### src/rtl/ofdm_pkg.sv
// Shared OFDM receive-path constants: modulation encodings, bits per symbol,
// hard-decision slicer thresholds and the demapper FIFO word layout.
package ofdm_pkg;

   typedef enum logic [1:0] {
      MAP_BPSK  = 2'b00,
      MAP_QPSK  = 2'b01,
      MAP_QAM16 = 2'b10,
      MAP_QAM64 = 2'b11
   } map_type_e;

   localparam logic [2:0] BPT_BPSK  = 3'd1;
   localparam logic [2:0] BPT_QPSK  = 3'd2;
   localparam logic [2:0] BPT_QAM16 = 3'd4;
   localparam logic [2:0] BPT_QAM64 = 3'd6;

   localparam logic [6:0] THR_QAM16     = 7'd40;
   localparam logic [6:0] THR_QAM64_LO  = 7'd19;
   localparam logic [6:0] THR_QAM64_MID = 7'd39;
   localparam logic [6:0] THR_QAM64_HI  = 7'd59;

   localparam logic [1:0] FIFO_DEPTH = 2'd2;

   // One buffered symbol: its modulation and up to six sliced bits, b0 in bit 0.
   typedef struct packed {
      map_type_e  mtype;
      logic [5:0] bits;
   } demap_word_t;

   function automatic logic [2:0] bits_per_type(input map_type_e t);
      case (t)
         MAP_BPSK:  return BPT_BPSK;
         MAP_QPSK:  return BPT_QPSK;
         MAP_QAM16: return BPT_QAM16;
         default:   return BPT_QAM64;
      endcase
   endfunction

   // |x| of a Q1.6 sample; -128 has no positive twin and saturates to 127.
   function automatic logic [6:0] mag_sat(input logic [7:0] x);
      logic [7:0] neg;
      neg = ~x + 8'd1;
      if (x == 8'h80) return 7'd127;
      if (x[7])       return neg[6:0];
      return x[6:0];
   endfunction

endpackage

### src/rtl/data_demapping_if.sv
// Sample-in / bit-out handshake bundle of the constellation demapper.
interface data_demapping_if;
   import ofdm_pkg::*;

   map_type_e  map_type;
   logic [7:0] in_re;
   logic [7:0] in_im;
   logic       in_vld;
   logic       in_rdy;
   logic       dout;
   logic       dout_vld;
   logic       dout_rdy;
   logic       bit_last;

   modport slave (
      input  map_type, in_re, in_im, in_vld, dout_rdy,
      output in_rdy, dout, dout_vld, bit_last
   );

   modport master (
      output map_type, in_re, in_im, in_vld, dout_rdy,
      input  in_rdy, dout, dout_vld, bit_last
   );

endinterface

### src/rtl/demap_fifo2.sv
// Two-entry synchronous FIFO, 8 bits wide, with full/empty flags, occupancy
// count and synchronous clear. Writes when full and reads when empty are ignored.
module demap_fifo2 (
   input  logic       clk,
   input  logic       rst_n,
   input  logic       clr_i,
   input  logic       wr_en_i,
   input  logic [7:0] wr_data_i,
   input  logic       rd_en_i,
   output logic [7:0] rd_data_o,
   output logic       full_o,
   output logic       empty_o,
   output logic [1:0] count_o
);

   logic [7:0] mem_q [2];
   logic       wr_ptr_q, wr_ptr_d;
   logic       rd_ptr_q, rd_ptr_d;
   logic [1:0] count_q, count_d;
   logic       do_wr, do_rd;

   assign full_o    = (count_q == 2'd2);
   assign empty_o   = (count_q == 2'd0);
   assign count_o   = count_q;
   assign rd_data_o = mem_q[rd_ptr_q];

   assign do_wr = wr_en_i && !full_o && !clr_i;
   assign do_rd = rd_en_i && !empty_o && !clr_i;

   // NOTE: every next-state variable is given its current value first so no path leaves it unassigned (no latch).
   always_comb begin
      wr_ptr_d = wr_ptr_q;
      rd_ptr_d = rd_ptr_q;
      count_d  = count_q;
      if (clr_i) begin
         wr_ptr_d = 1'b0;
         rd_ptr_d = 1'b0;
         count_d  = 2'd0;
      end else begin
         if (do_wr) wr_ptr_d = ~wr_ptr_q;
         if (do_rd) rd_ptr_d = ~rd_ptr_q;
         case ({do_wr, do_rd})
            2'b10:   count_d = count_q + 2'd1;
            2'b01:   count_d = count_q - 2'd1;
            default: count_d = count_q;
         endcase
      end
   end

   // NOTE: state registers use non-blocking assignments so all of them update together at the edge.
   always_ff @(posedge clk or negedge rst_n) begin
      if (!rst_n) begin
         wr_ptr_q <= 1'b0;
         rd_ptr_q <= 1'b0;
         count_q  <= 2'd0;
      end else begin
         wr_ptr_q <= wr_ptr_d;
         rd_ptr_q <= rd_ptr_d;
         count_q  <= count_d;
      end
   end

   // NOTE: storage is not reset; an entry is only ever read after it has been written.
   always_ff @(posedge clk) begin
      if (do_wr) mem_q[wr_ptr_q] <= wr_data_i;
   end

endmodule

### src/rtl/data_demapping.sv
// Hard-decision BPSK/QPSK/16-QAM/64-QAM demapper: slicer, 2-entry FIFO, bit
// serializer. Optional sym_cnt output is built when DEMAP_STAT_EN is defined.
module data_demapping
   import ofdm_pkg::*;
(
   input  logic              clk,
   input  logic              rst_n,
   input  logic              rx_clr,
   data_demapping_if.slave   bus
`ifdef DEMAP_STAT_EN
   ,
   output logic [15:0]       sym_cnt
`endif
);

   logic        s_re, s_im;
   logic [6:0]  mag_re, mag_im;
   logic [5:0]  slice_bits;
   demap_word_t wr_word;

   logic        fifo_wr_en;
   logic        fifo_rd_en;
   logic [7:0]  fifo_rd_data;
   logic        fifo_full;
   logic        fifo_empty;
   logic [1:0]  fifo_count;

   demap_word_t word_q, word_d;
   logic [2:0]  cnt_q, cnt_d;
   logic        vld_q, vld_d;
   logic        last_bit;
   logic        consume;
   logic        load;

   // Slicer: sign is 1 for x >= 0, so zero decodes as the positive point.
   assign s_re   = ~bus.in_re[7];
   assign s_im   = ~bus.in_im[7];
   assign mag_re = mag_sat(bus.in_re);
   assign mag_im = mag_sat(bus.in_im);

   always_comb begin
      slice_bits = 6'd0;
      case (bus.map_type)
         MAP_BPSK: begin
            slice_bits[0] = s_re;
         end
         MAP_QPSK: begin
            slice_bits[0] = s_re;
            slice_bits[1] = s_im;
         end
         MAP_QAM16: begin
            slice_bits[0] = (mag_re < THR_QAM16);
            slice_bits[1] = s_re;
            slice_bits[2] = (mag_im < THR_QAM16);
            slice_bits[3] = s_im;
         end
         default: begin
            slice_bits[0] = (mag_re >= THR_QAM64_LO) && (mag_re < THR_QAM64_HI);
            slice_bits[1] = (mag_re < THR_QAM64_MID);
            slice_bits[2] = s_re;
            slice_bits[3] = (mag_im >= THR_QAM64_LO) && (mag_im < THR_QAM64_HI);
            slice_bits[4] = (mag_im < THR_QAM64_MID);
            slice_bits[5] = s_im;
         end
      endcase
   end

   assign wr_word.mtype = bus.map_type;
   assign wr_word.bits  = slice_bits;

   assign bus.in_rdy = (fifo_count < FIFO_DEPTH);
   assign fifo_wr_en = bus.in_vld && !fifo_full && !rx_clr;

   demap_fifo2 u_fifo (
      .clk       (clk),
      .rst_n     (rst_n),
      .clr_i     (rx_clr),
      .wr_en_i   (fifo_wr_en),
      .wr_data_i (wr_word),
      .rd_en_i   (fifo_rd_en),
      .rd_data_o (fifo_rd_data),
      .full_o    (fifo_full),
      .empty_o   (fifo_empty),
      .count_o   (fifo_count)
   );

   // Serializer reloads on the edge that consumes its last bit, so symbols follow without a gap.
   assign last_bit   = vld_q && (cnt_q == (bits_per_type(word_q.mtype) - 3'd1));
   assign consume    = vld_q && bus.dout_rdy;
   assign load       = !fifo_empty && !rx_clr && (!vld_q || (consume && last_bit));
   assign fifo_rd_en = load;

   always_comb begin
      word_d = word_q;
      cnt_d  = cnt_q;
      vld_d  = vld_q;
      if (rx_clr) begin
         cnt_d = 3'd0;
         vld_d = 1'b0;
      end else if (load) begin
         word_d = demap_word_t'(fifo_rd_data);
         cnt_d  = 3'd0;
         vld_d  = 1'b1;
      end else if (consume) begin
         if (last_bit) begin
            cnt_d = 3'd0;
            vld_d = 1'b0;
         end else begin
            word_d.bits = {1'b0, word_q.bits[5:1]};
            cnt_d       = cnt_q + 3'd1;
         end
      end
   end

   always_ff @(posedge clk or negedge rst_n) begin
      if (!rst_n) begin
         word_q <= '0;
         cnt_q  <= 3'd0;
         vld_q  <= 1'b0;
      end else begin
         word_q <= word_d;
         cnt_q  <= cnt_d;
         vld_q  <= vld_d;
      end
   end

   assign bus.dout     = vld_q & word_q.bits[0];
   assign bus.dout_vld = vld_q;
   assign bus.bit_last = last_bit;

`ifdef DEMAP_STAT_EN
   logic [15:0] sym_cnt_q, sym_cnt_d;

   always_comb begin
      sym_cnt_d = sym_cnt_q;
      if (rx_clr)
         sym_cnt_d = 16'd0;
      else if (bus.in_vld && bus.in_rdy && (sym_cnt_q != 16'hFFFF))
         sym_cnt_d = sym_cnt_q + 16'd1;
   end

   always_ff @(posedge clk or negedge rst_n) begin
      if (!rst_n) sym_cnt_q <= 16'd0;
      else        sym_cnt_q <= sym_cnt_d;
   end

   assign sym_cnt = sym_cnt_q;
`endif

endmodule

### src/flat_wrapper.sv
// flat-port wrapper written by rule: the top's interface ports become plain ports
module data_demapping_flat import ofdm_pkg::*;
  (clk, rst_n, rx_clr, bus_map_type, bus_in_re, bus_in_im, bus_in_vld, bus_dout_rdy, bus_in_rdy, bus_dout, bus_dout_vld, bus_bit_last);
  data_demapping_if bus_i ();
  input  logic clk;
  input  logic rst_n;
  input  logic rx_clr;
  input wire logic [$bits(bus_i.map_type)-1:0] bus_map_type;
  input wire logic [$bits(bus_i.in_re)-1:0] bus_in_re;
  input wire logic [$bits(bus_i.in_im)-1:0] bus_in_im;
  input wire logic [$bits(bus_i.in_vld)-1:0] bus_in_vld;
  input wire logic [$bits(bus_i.dout_rdy)-1:0] bus_dout_rdy;
  output wire logic [$bits(bus_i.in_rdy)-1:0] bus_in_rdy;
  output wire logic [$bits(bus_i.dout)-1:0] bus_dout;
  output wire logic [$bits(bus_i.dout_vld)-1:0] bus_dout_vld;
  output wire logic [$bits(bus_i.bit_last)-1:0] bus_bit_last;
  assign bus_i.map_type = bus_map_type;
  assign bus_i.in_re = bus_in_re;
  assign bus_i.in_im = bus_in_im;
  assign bus_i.in_vld = bus_in_vld;
  assign bus_i.dout_rdy = bus_dout_rdy;
  assign bus_in_rdy = bus_i.in_rdy;
  assign bus_dout = bus_i.dout;
  assign bus_dout_vld = bus_i.dout_vld;
  assign bus_bit_last = bus_i.bit_last;
  data_demapping u_core (.clk(clk), .rst_n(rst_n), .rx_clr(rx_clr), .bus(bus_i));
endmodule
### config.mk
export PLATFORM = sky130hd
export DESIGN_NAME = data_demapping_flat
export DESIGN_NICKNAME = d
export VERILOG_FILES = /design/src/rtl/ofdm_pkg.sv /design/src/rtl/data_demapping_if.sv /design/src/rtl/demap_fifo2.sv /design/src/rtl/data_demapping.sv /design/src/flat_wrapper.sv
export SDC_FILE = /design/constraint.sdc
export NUM_CORES = 1
export LEC_CHECK = 0
export ABC_AREA = 1
export BUFFER_PORTS_ARGS = -buffer_cell sky130_fd_sc_hd__buf_2
export CAP_MARGIN = 15
export CORE_MARGIN = 8
export CORE_UTILIZATION = 57
export CTS_BUF_LIST = sky130_fd_sc_hd__clkbuf_8
export DETAILED_ROUTE_END_ITERATION = 8
export PLACE_DENSITY = 0.81
export SLEW_MARGIN = 30
export SYNTH_ARGS = -nofsm -noshare
export SYNTH_HDL_FRONTEND = slang
export SYNTH_SLANG_ARGS = --single-unit
### constraint.sdc
create_clock -name clk -period 3.6 [get_ports clk]
set_input_delay 0.54 -clock clk [delete_from_list [all_inputs] [get_ports clk]]
set_output_delay 0.54 -clock clk [all_outputs]
set_load 0.01 [all_outputs]
==> metrics.txt <==
# TYPE chip_impl_metric gauge
chip_impl_metric{name="timing.setup.tns",unit="ps"} 0
chip_impl_info{name="root_buffer",value="sky130_fd_sc_hd__clkbuf_8"} 1
chip_impl_info{name="critical_path.reg2reg.startpoint",value="u_core.u_fifo.count_o[1]"} 1
chip_impl_metric{name="cts_made_buffers",unit=""} 5
chip_impl_metric{name="finClkSkew",unit="ps"} 6.00
chip_impl_metric{name="initial_utilization",unit=""} 0.590
chip_impl_metric{name="worst-endpoint-arrival",unit="ps"} 1370
chip_impl_metric{name="synth_seq_area_share",unit=""} 0.451
chip_impl_metric{name="global_route_wire_length_before_repair",unit="um"} 6560
chip_impl_metric{name="layout-drive-gt1-share",unit=""} 0.141
chip_impl_metric{name="timing_hold_violations_final",unit=""} 0
chip_impl_metric{name="postLayoutCoreUtil",unit=""} 0.676
chip_impl_metric{name="clock_path_buffers",unit=""} 2
chip_impl_metric{name="preCtsSetupSlack",unit="ps"} 1490
chip_impl_metric{name="core.rowCount",unit=""} 21
chip_impl_info{name="layout.cells.most_common",value="sky130_fd_sc_hd__nand2_1"} 1
chip_impl_metric{name="max_slew_margin",unit=""} 0.560
chip_impl_metric{name="fp.dieArea",unit="sq um"} 5560
chip_impl_metric{name="drt_iter0_markers",unit=""} 55
chip_impl_info{name="min_path_type",value="in -> async"} 1
chip_impl_info{name="start_kind",value="flip-flop"} 1
chip_impl_metric{name="fill_cells",unit=""} 316
chip_impl_metric{name="cts_hold_buffers",unit=""} 0
chip_impl_metric{name="vdd_ir_drop_max",unit="uV"} 189
chip_impl_metric{name="fp.coreArea",unit="sq um"} 3310
chip_impl_info{name="layout.cells.most_common_list",value="sky130_fd_sc_hd__nand2_1, sky130_fd_sc_hd__nand3_1, sky130_fd_sc_hd__inv_1"} 1
chip_impl_metric{name="post-cts-setup-buffer-count",unit=""} 0
chip_impl_info{name="cts_tree",value="built"} 1
chip_impl_metric{name="route.detailed.vias_per_inst",unit=""} 5.00
chip_impl_metric{name="final_cell_area",unit="sq um"} 2240
chip_impl_metric{name="final_nets",unit=""} 322
chip_impl_metric{name="syn-mean-instance-area",unit="sq um"} 7.37
chip_impl_metric{name="grt.overflow.total",unit=""} 0
chip_impl_metric{name="synth_cells",unit=""} 265
chip_impl_metric{name="async_s_r_ff_share_synth",unit=""} 0.500
chip_impl_metric{name="yosys.cell_types.count",unit=""} 31
chip_impl_metric{name="first_pass_detailed_route_iteration_total",unit=""} 4
chip_impl_metric{name="antenna_left",unit=""} 0
chip_impl_metric{name="total_power",unit="mW"} 1.22
chip_impl_info{name="synth_area_leaders",value="sky130_fd_sc_hd__edfxtp_1, sky130_fd_sc_hd__dfrtp_1, sky130_fd_sc_hd__nand2_1"} 1
chip_impl_metric{name="netlist.area_leader.share",unit=""} 0.246
chip_impl_metric{name="ios",unit=""} 27
chip_impl_info{name="critPathKind",value="reg -> out"} 1
chip_impl_metric{name="place.gp.congestion",unit=""} 0.806
chip_impl_metric{name="area_growth_syn_to_layout",unit="%"} 14.5
chip_impl_metric{name="drt-total-wl",unit="um"} 3660
chip_impl_metric{name="post-place-cells",unit=""} 335
chip_impl_info{name="synth_top_cell_by_area",value="sky130_fd_sc_hd__edfxtp_1"} 1
chip_impl_info{name="status",value="complete, no violations"} 1
chip_impl_metric{name="clk-insertion-delay-late",unit="ps"} 280
chip_impl_metric{name="finalCritPeriodShare",unit=""} 0.531
chip_impl_metric{name="port_buffers",unit=""} 26
chip_impl_metric{name="h_tree_levels",unit=""} 2
chip_impl_metric{name="drcViolationCount",unit=""} 0
chip_impl_metric{name="max_freq",unit="GHz"} 0.523
chip_impl_info{name="dominantRegCellSynth",value="sky130_fd_sc_hd__edfxtp_1"} 1
chip_impl_metric{name="critical_path_peak_fanout",unit=""} 6
chip_impl_metric{name="first_global_vias",unit=""} 1726
chip_impl_metric{name="tightestPinTransition",unit="ps"} 657
chip_impl_metric{name="max_cap_viol_count",unit=""} 0
chip_impl_metric{name="dpl_cell_area",unit="sq um"} 2130
chip_impl_metric{name="grt_max_degree",unit=""} 17
chip_impl_metric{name="synth_edf_count",unit=""} 16
chip_impl_metric{name="cts_resized",unit=""} 0
chip_impl_metric{name="clock_sink_count",unit=""} 32
chip_impl_metric{name="fp.dieH",unit="um"} 74.6
chip_impl_metric{name="avgRoutedWirePerCell",unit="um"} 10.7
chip_impl_metric{name="clk_pin_slew",unit="ps"} 70
chip_impl_metric{name="post-route-worst-setup-slack",unit="ps"} 1690
chip_impl_metric{name="floorplan.die.width",unit="um"} 74.6
chip_impl_metric{name="count_of_placed_standard_cells_in_the_final_layout_fillers_left_out",unit=""} 343
chip_impl_metric{name="timing.critical_path.required",unit="ps"} 3060
chip_impl_metric{name="cell_area_synth",unit="sq um"} 1950
chip_impl_info{name="endpoint_kind",value="output pin"} 1
chip_impl_metric{name="yosysWarningCount",unit=""} 0
chip_impl_metric{name="mappedNetlistNets",unit=""} 291
chip_impl_metric{name="antenna_found_initial",unit=""} 0
chip_impl_info{name="grt_setup_unrepaired",value="false"} 1
chip_impl_metric{name="finalSetupViolations",unit=""} 0
chip_impl_info{name="timing.critical_path.from",value="u_core.word_q[7]"} 1
chip_impl_metric{name="postSynthRegisterBits",unit=""} 32
chip_impl_metric{name="total_inserted_antenna_cells",unit=""} 0
chip_impl_metric{name="vias",unit=""} 1716
chip_impl_metric{name="hold_ws",unit="ps"} 162
chip_impl_metric{name="power.leakage",unit="nW"} 1.15
chip_impl_metric{name="pwr_density_cell",unit="nW/um^2"} 547
chip_impl_metric{name="final_period_minus_worst_setup_slack",unit="ps"} 1910
chip_impl_metric{name="r2r.worst_path.cells",unit=""} 5
chip_impl_metric{name="final_slew_viol_count",unit=""} 0
chip_impl_metric{name="hpwlAfterDp",unit="um"} 2950
chip_impl_metric{name="grt_usage",unit=""} 0.151
## area by class of cell
| class | count | area, sq um | share of cell area |
|---|---|---|---|
| sequential | 32 | 881 | 0.394 |
| inverter | 38 | 143 | 0.0637 |
| tap | 46 | 57.6 | 0.0257 |
| timing repair buffer | 26 | 130 | 0.0581 |
| clock inverter | 3 | 42.5 | 0.0190 |
| multi-input combinational | 193 | 916 | 0.409 |
| clock buffer | 5 | 68.8 | 0.0307 |
## state kept, by name (all words and copies together) (netlist names)
signal	cells
u_core.u_fifo.wr_ptr_q	1
u_core.u_fifo.mem_q	16
u_core.bus.dout_vld	1
u_core.u_fifo.rd_ptr_q	1
u_core.cnt_q	3
u_core.word_q	8
u_core.u_fifo.count_o	2
## power by group
| part | total [mW] | switching (mW) | internal (mW) |
|---|---|---|---|
| Clock | 0.334 | 0.129 | 0.204 |
| Combinational | 0.356 | 0.221 | 0.134 |
| Sequential | 0.535 | 0.0675 | 0.467 |
| Total | 1.22 | 0.418 | 0.806 |
## logic make-up after synthesis
group | share of synthesized area
xor+xnor | 0.0224
buf+inv | 0.0807
simple gates | 0.349
flops | 0.451
fa+ha+maj | 0.0192
compound gates | 0.0781
## routing by layer
metal,part of all wire,GRT usage
met4,0.016,0.0761
met5,0,0
met2,0.50,0.269
met1,0.44,0.160
met3,0.035,0.0391
## critical path: stages, from the launching register on
cell                      delay [ps]
sky130_fd_sc_hd__dfrtp_1         450
sky130_fd_sc_hd__o21ai_0         180
sky130_fd_sc_hd__nand2_1          80
sky130_fd_sc_hd__nor2_2          110
sky130_fd_sc_hd__nand2_1          90
sky130_fd_sc_hd__inv_1            60
sky130_fd_sc_hd__buf_2           120
## synth_stat cells (2+ instances only)
| master | count |
|---|---|
| sky130_fd_sc_hd__nand4_1 | 4 |
| sky130_fd_sc_hd__a21oi_1 | 6 |
| sky130_fd_sc_hd__xor2_1 | 4 |
| sky130_fd_sc_hd__nand2_1 | 86 |
| sky130_fd_sc_hd__dfrtp_1 | 16 |
| sky130_fd_sc_hd__ha_1 | 3 |
| sky130_fd_sc_hd__nand3_1 | 36 |
| sky130_fd_sc_hd__edfxtp_1 | 16 |
| sky130_fd_sc_hd__inv_1 | 34 |
| sky130_fd_sc_hd__nor3_1 | 2 |
| sky130_fd_sc_hd__a31oi_1 | 2 |
| sky130_fd_sc_hd__o21ai_1 | 4 |
| sky130_fd_sc_hd__o21bai_1 | 2 |
| sky130_fd_sc_hd__inv_2 | 3 |
| sky130_fd_sc_hd__o21ai_0 | 9 |
| sky130_fd_sc_hd__nor2_1 | 22 |
| sky130_fd_sc_hd__nand3b_1 | 2 |
## worst paths after layout
| kind | slack [ps] | to |
|---|---|---|
| max in group asynchronous | 3170 | u_core.u_fifo.wr_ptr_q |
| max | 1690 | bus_bit_last |
| min | 160 | u_core.bus.dout_vld |
| min in group clk | 440 | u_core.bus.dout_vld |
| min reg2reg | 500 | u_core.word_q[0] |
| max reg2reg | 1940 | u_core.u_fifo.mem_q[0][5] |
Note: power is estimated with default switching activity, not from simulation.
